File: src/rtl/alu_input_loader_if.sv
// alu_input_loader_if: switch/button inputs and ALU-operand outputs of the loader stage.
interface alu_input_loader_if #(
    parameter int NB_DATA = 4,
    parameter int NB_OP   = 6,
    parameter int NB_SW   = 6
);
    logic [NB_SW-1:0]   i_sw;
    logic [2:0]         i_btn;
    logic [NB_DATA-1:0] o_datoA;
    logic [NB_DATA-1:0] o_datoB;
    logic [NB_OP-1:0]   o_operation;
    logic [2:0]         o_loaded;
    logic               o_ready;
    logic               o_update;

    modport master (
        output i_sw, i_btn,
        input  o_datoA, o_datoB, o_operation, o_loaded, o_ready, o_update
    );

    modport slave (
        input  i_sw, i_btn,
        output o_datoA, o_datoB, o_operation, o_loaded, o_ready, o_update
    );
endinterface

File: src/rtl/alu_input_loader.sv
// alu_input_loader: synchronise, debounce and edge-detect three buttons that load
// operand A, operand B and the operation code from the switch bus.
module alu_input_loader #(
    parameter int NB_DATA   = 4,
    parameter int NB_OP     = 6,
    parameter int NB_SW     = 6,
    parameter int DB_CYCLES = 16
) (
    input  logic              clk,
    input  logic              i_rst,
    alu_input_loader_if.slave bus
);
    localparam int NB_CNT = $clog2(DB_CYCLES);
    localparam logic [NB_CNT-1:0] CNT_MAX = NB_CNT'(DB_CYCLES - 1);

    logic [2:0]         r_s1;
    logic [2:0]         r_s2;
    logic [2:0]         r_db;
    logic [2:0]         r_db_d;
    logic [NB_CNT-1:0]  r_cnt [3];
    logic [NB_DATA-1:0] r_datoA;
    logic [NB_DATA-1:0] r_datoB;
    logic [NB_OP-1:0]   r_operation;
    logic [2:0]         r_loaded;
    logic               r_update;
    logic [2:0]         w_load;

    assign w_load = r_db & ~r_db_d;

    always_ff @(posedge clk) begin
        if (i_rst) begin
            r_s1        <= '0;
            r_s2        <= '0;
            r_db        <= '0;
            r_db_d      <= '0;
            r_datoA     <= '0;
            r_datoB     <= '0;
            r_operation <= '0;
            r_loaded    <= '0;
            r_update    <= 1'b0;
            for (int k = 0; k < 3; k++) r_cnt[k] <= '0;
        end else begin
            r_s1   <= bus.i_btn;
            r_s2   <= r_s1;
            r_db_d <= r_db;
            // Level must disagree with db for DB_CYCLES consecutive samples to flip it
            for (int k = 0; k < 3; k++) begin
                if (r_s2[k] == r_db[k]) begin
                    r_cnt[k] <= '0;
                end else if (r_cnt[k] == CNT_MAX) begin
                    r_db[k]  <= ~r_db[k];
                    r_cnt[k] <= '0;
                end else begin
                    r_cnt[k] <= r_cnt[k] + 1'b1;
                end
            end
            if (w_load[0]) r_datoA <= bus.i_sw[NB_DATA-1:0];
            if (w_load[1]) r_datoB <= bus.i_sw[NB_DATA-1:0];
            if (w_load[2]) r_operation <= bus.i_sw[NB_OP-1:0];
            r_loaded <= r_loaded | w_load;
            r_update <= |w_load;
        end
    end

    assign bus.o_datoA     = r_datoA;
    assign bus.o_datoB     = r_datoB;
    assign bus.o_operation = r_operation;
    assign bus.o_loaded    = r_loaded;
    assign bus.o_ready     = &r_loaded;
    assign bus.o_update    = r_update;
endmodule

File: src/flat_wrapper.sv
// flat-port wrapper written by rule: the top's interface ports become plain ports
module alu_input_loader_flat 
#(
    parameter int NB_DATA   = 4,
    parameter int NB_OP     = 6,
    parameter int NB_SW     = 6,
    parameter int DB_CYCLES = 16
)
  (clk, i_rst, bus_i_sw, bus_i_btn, bus_o_datoA, bus_o_datoB, bus_o_operation, bus_o_loaded, bus_o_ready, bus_o_update);
  alu_input_loader_if #(.NB_DATA(NB_DATA), .NB_OP(NB_OP), .NB_SW(NB_SW)) bus_i ();
  input  logic clk;
  input  logic i_rst;
  input wire logic [$bits(bus_i.i_sw)-1:0] bus_i_sw;
  input wire logic [$bits(bus_i.i_btn)-1:0] bus_i_btn;
  output wire logic [$bits(bus_i.o_datoA)-1:0] bus_o_datoA;
  output wire logic [$bits(bus_i.o_datoB)-1:0] bus_o_datoB;
  output wire logic [$bits(bus_i.o_operation)-1:0] bus_o_operation;
  output wire logic [$bits(bus_i.o_loaded)-1:0] bus_o_loaded;
  output wire logic [$bits(bus_i.o_ready)-1:0] bus_o_ready;
  output wire logic [$bits(bus_i.o_update)-1:0] bus_o_update;
  assign bus_i.i_sw = bus_i_sw;
  assign bus_i.i_btn = bus_i_btn;
  assign bus_o_datoA = bus_i.o_datoA;
  assign bus_o_datoB = bus_i.o_datoB;
  assign bus_o_operation = bus_i.o_operation;
  assign bus_o_loaded = bus_i.o_loaded;
  assign bus_o_ready = bus_i.o_ready;
  assign bus_o_update = bus_i.o_update;
  alu_input_loader #(.NB_DATA(NB_DATA), .NB_OP(NB_OP), .NB_SW(NB_SW), .DB_CYCLES(DB_CYCLES)) u_core (.clk(clk), .i_rst(i_rst), .bus(bus_i));
endmodule
File: config.mk
export PLATFORM = sky130hd
export DESIGN_NAME = alu_input_loader_flat
export DESIGN_NICKNAME = d
export VERILOG_FILES = /design/src/rtl/alu_input_loader_if.sv /design/src/rtl/alu_input_loader.sv /design/src/flat_wrapper.sv
export SDC_FILE = /design/constraint.sdc
export NUM_CORES = 1
export LEC_CHECK = 0
export BUFFER_PORTS_ARGS = -buffer_cell sky130_fd_sc_hd__buf_2
export CORE_MARGIN = 4
export CORE_UTILIZATION = 48
export CTS_CLUSTER_DIAMETER = 50
export DETAILED_ROUTE_END_ITERATION = 12
export HOLD_SLACK_MARGIN = 0.06
export PLACE_DENSITY = 0.73
export SYNTH_ARGS = -nofsm -noshare
export SYNTH_HDL_FRONTEND = slang
export SYNTH_SLANG_ARGS = --single-unit
File: constraint.sdc
create_clock -name clk -period 1.5 [get_ports clk]
set_input_delay 0.225 -clock clk [delete_from_list [all_inputs] [get_ports clk]]
set_output_delay 0.225 -clock clk [all_outputs]
set_load 0.1 [all_outputs]
==> run_results.csv, run 1 <==
group,metric,value,unit
status,status,"finished clean",
logic_synthesis,synth_warnings,0,
cells_and_area,insertedDiodeCount,0,
drt,firstDrtPassIters,4,
clock_network,path_clk_slew,0.13,ns
setup_path,rr_worst_depth,4,
placement,dp_slack,0.0205,ns
logic_synthesis,syn_inst,147,
cells_and_area,layout-drive-gt1-share,26.4,%
job,max-cap-violations,0,
placement,io_buffer_count,29,
die,start_util,50.8,%
hold_path,hp-class,"in -> reg",
grt,grt_pass1_wl,4590,um
sta,post-route-min-period,1.47,ns
sta,slew_violations,0,
die,rows,20,
cells_and_area,syn2layout_area_growth,22.6,%
grt,grt_use_total,14.3,%
placement,gp_congestion,0.705,
sta,setup_slack,0.0310,ns
drt,finalWirelength,2640,um
drt,avgViaCountPerCell,4.59,
setup_path,worst-setup-path-type,"reg -> reg",
cells_and_area,fin_area,1930,um^2
setup_path,crit_start,"u_core.r_cnt[0][0]",
logic_synthesis,yosysTopAreaCell,"dfxtp_1",
logic_synthesis,synth-async-reset-ratio,0,%
clock_network,cts_max_path_buffers,2,
cells_and_area,instances_no_fill,241,
sta,grt_setup_unrepaired,"false",
setup_path,critPathLaunchType,"register",
logic_synthesis,synth_common_cells,"dfxtp_1 (30), nor2_1 (27), edfxtp_1 (12), nand2_1 (12)",
pwr,irDropWorstVdd,0.591,mV
logic_synthesis,syn-cell-area,1580,um^2
cells_and_area,nNetsFinal,210,
sta,finClkSkew,0.00752,ns
logic_synthesis,synth_top_cell_area_share,38.1,%
drt,drtIter0Drc,53,
setup_path,critPathSlowestCell,"edfxtp_1",
logic_synthesis,synth-edff-count,12,
drt,wire_per_inst,10.9,um
setup_path,crit_cells,4,
clock_network,numCtsBuffers,5,
setup_path,rr_startpoint,"u_core.r_cnt[0][0]",
setup_path,slowest_delay,0.42,ns
setup_path,cp_cell_sequence,"ha_1 -> and3_1 -> or3_4 -> nor2_1",
grt,grt_start_max_net_pins,21,
pwr,p_leak,0.881,nW
placement,placed_area,1820,um^2
setup_path,endpoint_kind,"register",
setup_path,regToRegEndpoint,"u_core.r_cnt[0][3]",
clock_network,insertion_delay,0.35,ns
pwr,finalPower,1.89,mW
setup_path,r2r_setup_slack,0.03,ns
sta,final.setup.tns,0,ns
logic_synthesis,synth_most_common_cell,"dfxtp_1",
clock_network,root_buffer,"clkbuf_4",
setup_path,critPathBufInv,0,
die,dieWidth,65.3,um
logic_synthesis,synth_cell_types,20,
sta,hold_viol_final,0,
logic_synthesis,ys_seq_elements,42,
grt,grt_overflow,0,
setup_path,cp_max_fo,4,
clock_network,cts.htree.levels,2,
placement,dp_hpwl,1970,um
clock_network,cts_tree,"done",
sta,fmax,681,MHz
setup_path,required,1.71,ns
sta,min_period_over_period,97.9,%
setup_path,crit_path_end,"u_core.r_cnt[0][3]",
setup_path,critPathTopFamily,"simple AND/OR/NAND/NOR gates",
logic_synthesis,synth_ff_type,"dfxtp_1",
clock_network,cts_num_sinks,42,
die,dieArea,4270,um^2
logic_synthesis,seq_area_frac_synth,60.9,%
placement,placed_cells,228,
drt,drtAntennaViolNets,0,
die,io_pins,30,
setup_path,critPathArrivalTime,1.68,ns
logic_synthesis,synth_area_leaders,"dfxtp_1 (38%), edfxtp_1 (23%), mux2i_1 (7.0%), nor2_1 (6.4%), nor2b_1 (4.4%)",
grt,first_global_vias,1097,
drt,drc,0,
die,die_height,65.3,um
logic_synthesis,avgSynthCellArea,10.7,um^2
grt,antenna_found_initial,0,
die,design.core.area,3100,um^2
drt,routed-via-count,1106,
sta,finalSetupViolations,0,
pwr,powerDensity,980,nW/um^2
area by class of cell:
class	count	area (um^2)
fill	289	1170
timing repair buffer	37	210
inverter	4	15.0
sequential	42	965
multi-input combinational	106	623
tap	44	55.1
clock buffer	6	51.3
clock inverter	2	15.0
how the worst min path moves through the flow:
stage	slack, ns	to	start	cells past startpoint
6_report	0.08	u_core.r_s1[1]	bus_i_btn[1]	2
5_1_grt	0.07	u_core.bus.o_operation[4]	bus_i_sw[4]	3
4_1_cts	0.06	u_core.r_s1[1]	bus_i_btn[1]	2
3_5_place_dp	0.43	u_core.r_s2[0]	u_core.r_s1[0]	1
3_3_place_gp	0.42	u_core.r_s2[0]	u_core.r_s1[0]	1
2_1_floorplan	0.35	u_core.r_s1[0]	bus_i_btn[0]	1
layout by cell type, fill, tap and decap left out, types with 2 or more instances in the layout:
cell type  count
dfxtp_1       27
nor2_1        26
buf_4          8
nand2b_1       2
edfxtp_1      12
mux2i_1       11
nand2_1       12
dfxtp_2        3
ha_1           2
xnor2_1        4
xor2_1         5
or3_4          2
conb_1        12
buf_2         28
nand3_1        4
clkbuf_4       5
nor2b_1       11
a21oi_1        8
and3_1         2
inv_1          4
sequential cells by signal (all words and copies together), names as in the netlist, 4 cells and up:
| signal | flops |
|---|---|
| u_core.r_cnt | 12 |
| u_core.bus.o_operation | 6 |
| u_core.bus.o_datoA | 4 |
| u_core.bus.o_datoB | 4 |
metal layers:
metal / global-route usage [%] / up-vias / wire, um
met5: 0 / - / 0
met4: 7.77 / 0 / 63
met3: 5.64 / 6 / 149
met2: 24.0 / 22 / 1290
met1: 15.4 / 512 / 1140
li1: - / 566 / -
cells by family after synthesis:
logic type                 count (synthesis)  share of synthesized area, %
DFF                                       42                          60.9
other                                      1                         0.238
buffers and inverters                     10                          2.62
xor gates and xnor gates                   9                          5.00
adders and majority gates                  3                          2.38
AOI/OAI and AO/OA                          8                          2.54
muxes                                     11                          6.98
and+or+nand+nor                           63                          19.4
what timing repair did:
| action | in CTS | in global routing |
|---|---|---|
| pin swaps | 0 | 1 |
| buffers inserted | 1 | 3 |
| setup endpoints to repair | 2 | 6 |
| hold buffers | 1 | 0 |
| gates resized for setup | 1 | 2 |
| hold endpoints to repair | 1 | 0 |
per-stage QoR:
stage,utilization [%],hold WS [ns]
floorplan,-,0.353
global placement,58.7,0.423
detailed placement,58.7,0.428
CTS,61.5,0.0612
global route,62.3,0.0665
finish,62.3,0.0772
where the power goes:
part / switching [mW] / total, mW / internal (mW)
sequential: 0.0141 / 1.20 / 1.19
combinational: 0.0475 / 0.0868 / 0.0393
clock: 0.369 / 0.605 / 0.236
Power figures use the tool's default switching activity.
==> inputs of run 2 (changes only) <==
CORE_UTILIZATION = 45   (was 48)
PLACE_DENSITY = 0.7   (was 0.73)
==> run 2 against run 1 <==
Compared with the run above:
- critical path depth stayed put
- cell count is 0.83% higher
- flip-flop and latch count stayed put
- register-to-register slack better by 0.04 ns
- clock skew is 0.0047 ns lower
- die area is 5.8% higher
- via count is 0.18% lower
- first-iteration DRC count is 60% lower
- critical path type unchanged
- largest cell class unchanged
==> run_results.csv, run 2 (synthesized netlist as in run 1, its figures left out) <==
group,metric,value,unit
setup_path,rr_worst_depth,4,
clock_network,cts.htree.levels,2,
cells_and_area,instances_no_fill,243,
clock_network,root_buffer,"clkbuf_4",
setup_path,required,1.71,ns
grt,grt_pass1_wl,4410,um
clock_network,cts_tree,"done",
setup_path,endpoint_kind,"register",
sta,final.setup.tns,0,ns
sta,finClkSkew,0.00282,ns
sta,grt_setup_unrepaired,"false",
placement,placed_cells,230,
setup_path,r2r_setup_slack,0.07,ns
drt,drtIter0Drc,21,
setup_path,critPathArrivalTime,1.64,ns
pwr,p_leak,0.890,nW
setup_path,critPathLaunchType,"register",
cells_and_area,syn2layout_area_growth,24.2,%
setup_path,rr_startpoint,"u_core.r_cnt[2][1]",
hold_path,hold-path-cell-count,2,
sta,finalSetupViolations,0,
grt,antenna_found_initial,0,
job,max-cap-violations,0,
setup_path,regToRegEndpoint,"u_core.r_cnt[2][3]",
grt,grt_use_total,13.3,%
cells_and_area,seq_area,965,um^2
cells_and_area,layout_commonest_cell,"buf_2",
grt,first_global_vias,1024,
drt,routed-via-count,1104,
sta,post-route-min-period,1.43,ns
cells_and_area,n_fill_cell,323,
setup_path,worst-setup-path-type,"reg -> reg",
hold_path,hp-class,"in -> reg",
cells_and_area,layout-drive-gt1-share,26.4,%
sta,min_period_over_period,95.2,%
setup_path,cp_max_fo,4,
clock_network,insertion_delay,0.34,ns
placement,gp_congestion,0.728,
sta,hold_viol_final,0,
drt,firstDrtPassIters,4,
status,status,"finished clean",
placement,io_buffer_count,29,
cells_and_area,largest_register_ffs,12,
clock_network,path_clk_slew,0.11,ns
cells_and_area,insertedDiodeCount,0,
drt,drc,0,
cells_and_area,most-common-layout-cells,"buf_2 (28), nor2_1 (27), dfxtp_1 (27)",
drt,finalWirelength,2720,um
drt,wire_per_inst,11.2,um
die,io_pins,30,
die,dieWidth,67.2,um
sta,fmax,700,MHz
clock_network,cts_max_path_buffers,2,
die,start_util,46.9,%
sta,slew_violations,0,
die,rows,21,
die,dieArea,4520,um^2
clock_network,cts_num_sinks,42,
grt,grt_overflow,0,
cells_and_area,top_register,"u_core.r_cnt",
die,die_height,67.2,um
cells_and_area,multiInputGateArea,623,um^2
cells_and_area,nNetsFinal,210,
grt,grt_start_max_net_pins,19,
setup_path,crit_start,"u_core.r_cnt[2][1]",
die,design.core.area,3360,um^2
pwr,powerDensity,1030,nW/um^2
drt,avgViaCountPerCell,4.54,
pwr,irDropWorstVdd,0.652,mV
clock_network,numCtsBuffers,5,
setup_path,crit_path_end,"u_core.r_cnt[2][3]",
drt,drtAntennaViolNets,0,
placement,dp_hpwl,1980,um
==> run 2: cell types whose count changed in the layout (fill, tap and decap cells not counted), sizes merged <==
cell,before,now
inv,6,4
dlygate4sd3,1,0
buf,36,37
clkbuf,6,7
clkinv,0,1
==> run 2: worst min path at each step <==
stage,startpoint,endpoint,slack [ns]
floorplan,bus_i_btn[0],u_core.r_s1[0],0.35
global placement,u_core.r_s1[0],u_core.r_s2[0],0.42
detailed placement,u_core.r_s1[0],u_core.r_s2[0],0.42
CTS,bus_i_btn[2],u_core.r_s1[2],0.07
global route,bus_i_btn[1],u_core.r_s1[1],0.07
finish,bus_i_btn[2],u_core.r_s1[2],0.09
==> run 2: layout make-up <==
cell class / count / share of cell area (%)
sequential: 42 / 49.2
multi-input combinational: 106 / 31.8
timing repair buffer: 37 / 10.6
clock buffer: 7 / 4.47
tap: 46 / 2.94
inverter: 4 / 0.766
clock inverter: 1 / 0.192
==> run 2: per-layer routing <==
metal	share of wire [%]	up-vias	GRT usage, %	wire (um)
li1	-	569	-	-
met1	43	508	15.8	1160
met2	51	22	21.6	1380
met3	5.1	5	5.66	138
met4	1.5	0	4.56	42
met5	0	-	0	0
==> run 2: worst max-delay path, cell delays in order, from the launching register on <==
cell	delay, ns
edfxtp_1	0.41
ha_2	0.21
and3_1	0.17
or3_4	0.39
nor2_1	0.12
==> run 2: stage by stage <==
step	cell area, um^2	hold slack (ns)	utilization, %	setup WS [ns]	total power [mW]
floorplan	1620	0.353	-	0.00805	1.28
global placement	1820	0.418	54.2	0.0880	1.30
detailed placement	1820	0.420	54.2	0.0284	1.31
CTS	1920	0.0731	57.2	0.0107	2.04
global route	1960	0.0671	58.3	0.00315	2.11
finish	1960	0.0875	58.3	0.0723	2.02
==> run 2: timing repair <==
item	in CTS	in global routing
gates resized for setup	1	2
buffers inserted	1	4
hold buffers	0	0
cloned	0	0
pin swaps	0	1
endpoints found under the setup margin	2	8
==> run 2: power by group <==
group	internal, mW	switching (mW)
Sequential	1.19	0.0137
Clock	0.380	0.351
Combinational	0.0392	0.0473
